[src/rtl/sweep_count_ctrl.sv]
// Bounded up/down sweep counter: lo->hi->lo repeated 'sweeps' times, then a one-cycle done pulse.
// Latency: count is lo on the edge that accepts start; pause freezes a run, abort cancels it.
module sweep_count_ctrl #(
  parameter int WIDTH = 4
) (
  input  logic             clk,
  input  logic             rst,
  input  logic             start,
  input  logic             abort,
  input  logic             pause,
  input  logic [WIDTH-1:0] lo,
  input  logic [WIDTH-1:0] hi,
  input  logic [3:0]       sweeps,
  output logic [WIDTH-1:0] count,
  output logic             dir,
  output logic [3:0]       remaining,
  output logic             busy,
  output logic             done,
  output logic             err
);

  typedef enum logic [1:0] {IDLE, UP, DOWN, DONE} state_t;

  localparam logic [WIDTH-1:0] ONE = {{(WIDTH-1){1'b0}}, 1'b1};

  state_t           state, state_nx;
  logic [WIDTH-1:0] lo_q, hi_q, lo_nx, hi_nx, count_nx;
  logic             dir_nx, busy_nx, done_nx, err_nx;
  logic [3:0]       rem_nx;

  always_ff @(posedge clk or negedge rst) begin
    if (!rst) begin
      state     <= IDLE;
      lo_q      <= '0;
      hi_q      <= '0;
      count     <= '0;
      dir       <= 1'b0;
      remaining <= 4'd0;
      busy      <= 1'b0;
      done      <= 1'b0;
      err       <= 1'b0;
    end else begin
      state     <= state_nx;
      lo_q      <= lo_nx;
      hi_q      <= hi_nx;
      count     <= count_nx;
      dir       <= dir_nx;
      remaining <= rem_nx;
      busy      <= busy_nx;
      done      <= done_nx;
      err       <= err_nx;
    end
  end

  always_comb begin
    state_nx = state;
    lo_nx    = lo_q;
    hi_nx    = hi_q;
    count_nx = count;
    dir_nx   = dir;
    rem_nx   = remaining;
    busy_nx  = 1'b0;
    done_nx  = 1'b0;
    err_nx   = 1'b0;
    case (state)
      IDLE: begin
        if (start) begin
          if ((lo < hi) && (sweeps != 4'd0)) begin
            lo_nx    = lo;
            hi_nx    = hi;
            count_nx = lo;
            dir_nx   = 1'b1;
            rem_nx   = sweeps;
            busy_nx  = 1'b1;
            state_nx = UP;
          end else begin
            err_nx = 1'b1;
          end
        end
      end
      UP: begin
        // abort outranks pause; outputs other than busy simply hold
        if (abort) begin
          state_nx = IDLE;
        end else begin
          busy_nx = 1'b1;
          if (!pause) begin
            if (count == hi_q) begin
              dir_nx   = 1'b0;
              count_nx = count - ONE;
              state_nx = DOWN;
            end else begin
              count_nx = count + ONE;
            end
          end
        end
      end
      DOWN: begin
        if (abort) begin
          state_nx = IDLE;
        end else begin
          busy_nx = 1'b1;
          if (!pause) begin
            if (count != lo_q) begin
              count_nx = count - ONE;
            end else if (remaining == 4'd1) begin
              rem_nx   = 4'd0;
              busy_nx  = 1'b0;
              done_nx  = 1'b1;
              state_nx = DONE;
            end else begin
              // lo is visited once per turnaround, so the next sweep resumes at lo+1
              rem_nx   = remaining - 4'd1;
              dir_nx   = 1'b1;
              count_nx = lo_q + ONE;
              state_nx = UP;
            end
          end
        end
      end
      DONE: state_nx = IDLE;
      default: state_nx = IDLE;
    endcase
  end

endmodule

[config.mk]
export PLATFORM = sky130hd
export DESIGN_NAME = sweep_count_ctrl
export DESIGN_NICKNAME = d
export VERILOG_FILES = /design/src/rtl/sweep_count_ctrl.sv
export SDC_FILE = /design/constraint.sdc
export NUM_CORES = 1
export LEC_CHECK = 0
export CAP_MARGIN = 10
export CORE_ASPECT_RATIO = 0.7
export CORE_MARGIN = 1
export CORE_UTILIZATION = 40
export CTS_CLUSTER_DIAMETER = 100
export DETAILED_ROUTE_END_ITERATION = 6
export PLACE_DENSITY = 0.6
export SYNTH_ARGS = -nofsm -noshare
export SYNTH_HDL_FRONTEND = slang
export SYNTH_SLANG_ARGS = --single-unit
[constraint.sdc]
create_clock -name clk -period 6.4 [get_ports clk]
set_clock_uncertainty 0.15 [all_clocks]
set_input_delay 1.28 -clock clk [delete_from_list [all_inputs] [get_ports clk]]
set_output_delay 1.28 -clock clk [all_outputs]
set_load 0.05 [all_outputs]
==> impl_metrics.yaml <==
status:
  result_of_the_run: "completed"
grt:
  grt_util_all_layers_pct: 19.8
  grt_antenna_before_repair: 0
  globalRoute.totalOverflow: 0
  first_global_vias: 1341
  first_pass_grt_wire_length_mm: 6.55
  grt_start_max_net_pins: 23
floorplan:
  die_height_um: 55.8
  die-area_um2: 4390
  ioPinCount: 29
  floorplan.initialDensity_pct: 41.9
  floorplan.die.width_um: 78.8
  rows: 19
  core_area_um2: 3950
placed_design:
  dpl_cell_area_um2: 1970
  buffer_ports.inserted: 28
  hpwlAfterDp_mm: 2.98
  placedCellCount: 249
  routabilityCongestion: 0.820
finish:
  nFillCells: 388
  design_area_um2: 2040
  synthToLayoutAreaGrowth_pct: 23.5
  num-nets-final: 232
  final_layout_size_suffix_gt1_share_pct: 12.4
  antenna_cells: 0
  final-instance-count-excl-fill: 253
routing:
  postRouteWirelength_mm: 3.94
  average_detailed_routed_wire_length_per_instance_um: 15.6
  detail_route.first_pass.iterations: 5
  via_count: 1356
  vias_per_cell: 5.36
  detail_route.iter0.violations: 104
  drc_errors: 0
  drtAntennaViolNets: 0
clocking:
  postCtsSetupBuffers: 0
  cts_made_buffers: 3
  cts_resized: 0
  total_number_of_h_tree_levels: 1
  clkTransAtPathRegs_ns: 0.08
  cts.sink_count: 22
  clk_root_buffer_cell: "sky130_fd_sc_hd__clkbuf_8"
  cts_max_path_buffers: 2
  cts_tree: "yes"
  cts_hold_buffers: 0
  clock_latency_reported_for_the_late_side_of_the_worst_skew_pair_ns: 0.27
timing:
  hold-worst-slack_ns: 0.369
  report.final.slew_viol_count: 0
  post-route-min-period_ns: 3.60
  max_slew.worst_pin.slew_ns: 1.04
  period_share_pct: 56.2
  timing.final.hold_violations: 0
  clock.fmax_ghz: 0.278
  final_total_negative_setup_slack_ns: 0
  setup-violations-final: 0
  grt_setup_unrepaired: "no"
  tightest_slew_margin_relative_to_the_limit_pct: 30.2
worst_setup_path:
  worstSetupStartpoint: "hi[1]"
  worst_ep_required_time_ns: 6.41
  reg2reg_setup_slack_ns: 3.80
  crit_path_max_fanout: 9
  critical_path_capture_point_type: "register"
  worst_path_max_delay_cell: "sky130_fd_sc_hd__nor4_2"
  timing.critical_path.cells: "clkdlybuf4s50_1 > inv_1 > ha_1 > o211ai_1 > nor2_1 > nor4_2 > mux2_2"
  endpoint_of_the_lowest_slack_register_to_register_path: "count[2]"
  stage_delay_of_the_slowest_cell_on_the_critical_path_ns: 0.87
  reg2reg_from: "state[0]"
  r2r.worst_path.cells: 6
  worst_ep_arrival_time_ns: 3.60
  worstSetupEndpoint: "hi_q[2]"
  worst_setup_path_start_kind: "input port"
  worstSetupPathType: "in2reg"
worst_hold_path:
  timing.hold.worst_path_depth: 1
  hold_path_class: "reg2reg"
pwr:
  p_leak_nw: 0.861
  power.ir.vdd_worst_mv: 0.204
  p_per_area_nw_per_um2: 549
yosys:
  synthesized_area_per_cell_um2: 9.44
  postSynth.topFlopCell: "sky130_fd_sc_hd__dfrtp_1"
  synth_enable_flop_cells: 0
  postSynth.asyncResetShare_pct: 100
  netlist_area_um2: 1650
  synth_cells: 175
  synth.yosys.warnings: 0
  synth_cell_types: 45
  synth.yosys.seq_area_share_pct: 33.3
  syn_nets: 205
  post_synthesis_sequential_element_count: 22
run:
  drv_cap: 0
==> report_power, final <==
part	total, mW	internal (mW)	switching, mW
registers	0.293	0.203	0.0904
clock network	0.132	0.0836	0.0483
logic	0.696	0.288	0.407
total	1.12	0.574	0.546
==> metrics by stage <==
step / total power [mW] / worst slack, ns / util (%)
3_5_place_dp: 0.986 / 2.50 / 49.9
3_3_place_gp: 0.972 / 2.54 / 49.9
6_report: 1.12 / 2.80 / 51.7
5_1_grt: 1.20 / 2.62 / 51.7
4_1_cts: 1.12 / 2.79 / 51.7
2_1_floorplan: 0.812 / 3.25 / -
==> registers in the layout (all words and copies together) (netlist names) <==
register   count
busy           1
err            1
lo_q           4
done           1
remaining      4
dir            1
count          4
state          2
hi_q           4
==> routing by layer <==
metal,track usage (%),wire [um]
met2,28.9,1670
met3,4.43,202
met4,5.56,29
met1,29.0,2040
met5,0,0
==> cells by family after synthesis <==
group / after synthesis / synth area share, %
mux: 15 / 9.85
buf+inv: 22 / 5.38
simple gates: 56 / 19.2
flops: 22 / 33.3
compound gates: 34 / 15.0
xor+xnor: 13 / 7.35
fa+ha+maj: 13 / 9.85
==> cell usage in the layout (no fill, tap or decap), types with 2 or more instances in the layout <==
cell type,count
sky130_fd_sc_hd__xor2_1,8
sky130_fd_sc_hd__clkdlybuf4s50_1,28
sky130_fd_sc_hd__ha_1,13
sky130_fd_sc_hd__a21o_1,2
sky130_fd_sc_hd__mux2_2,10
sky130_fd_sc_hd__mux2i_1,5
sky130_fd_sc_hd__o31ai_1,4
sky130_fd_sc_hd__o211ai_1,4
sky130_fd_sc_hd__xnor2_1,4
sky130_fd_sc_hd__nand3_1,7
sky130_fd_sc_hd__nand2_1,14
sky130_fd_sc_hd__or4_1,2
sky130_fd_sc_hd__a21oi_1,7
sky130_fd_sc_hd__nor2_1,16
sky130_fd_sc_hd__o21ai_0,6
sky130_fd_sc_hd__o32ai_1,2
sky130_fd_sc_hd__nor3b_1,2
sky130_fd_sc_hd__clkbuf_8,3
sky130_fd_sc_hd__dfrtp_1,22
sky130_fd_sc_hd__nor4_2,2
sky130_fd_sc_hd__nor3b_2,2
sky130_fd_sc_hd__o22ai_1,2
sky130_fd_sc_hd__inv_1,16
==> Yosys cell counts, types with 5 or more instances <==
cell type | number | area, um2
sky130_fd_sc_hd__mux2i_1 | 5 | 50.1
sky130_fd_sc_hd__a21oi_1 | 7 | 35.0
sky130_fd_sc_hd__inv_1 | 16 | 60.1
sky130_fd_sc_hd__ha_1 | 13 | 163
sky130_fd_sc_hd__dfrtp_1 | 22 | 551
sky130_fd_sc_hd__nor2_1 | 16 | 60.1
sky130_fd_sc_hd__xor2_1 | 8 | 70.1
sky130_fd_sc_hd__mux2_2 | 10 | 113
sky130_fd_sc_hd__nand2_1 | 14 | 52.6
sky130_fd_sc_hd__o21ai_0 | 6 | 30.0
sky130_fd_sc_hd__nand3_1 | 7 | 35.0
==> critical path, delay by kind of cell <==
kind	cells	cell delay [ns]
buf+inv	2	0.52
mux	1	0.42
simple gates	2	0.97
compound gates	1	0.16
fa+ha+maj	1	0.26
==> layout make-up <==
cell class / count / area, um2 / area share, %
Inverter: 16 / 60.1 / 2.94
Sequential cell: 22 / 551 / 27.0
Timing Repair Buffer: 28 / 280 / 13.7
Tap cell: 52 / 65.1 / 3.19
Clock buffer: 3 / 41.3 / 2.02
Multi-Input combinational cell: 131 / 1010 / 49.6
Clock inverter: 1 / 30.0 / 1.47
==> worst min path at each step <==
stage                          to     from  slack (ns)
after floorplan           hi_q[0]  hi_q[0]        0.35
after global placement        dir      dir        0.33
after detailed placement      dir      dir        0.36
after CTS                     dir      dir        0.38
after global routing          dir      dir        0.41
final                         dir      dir        0.37
No activity file was read; power rests on OpenSTA's default activity.
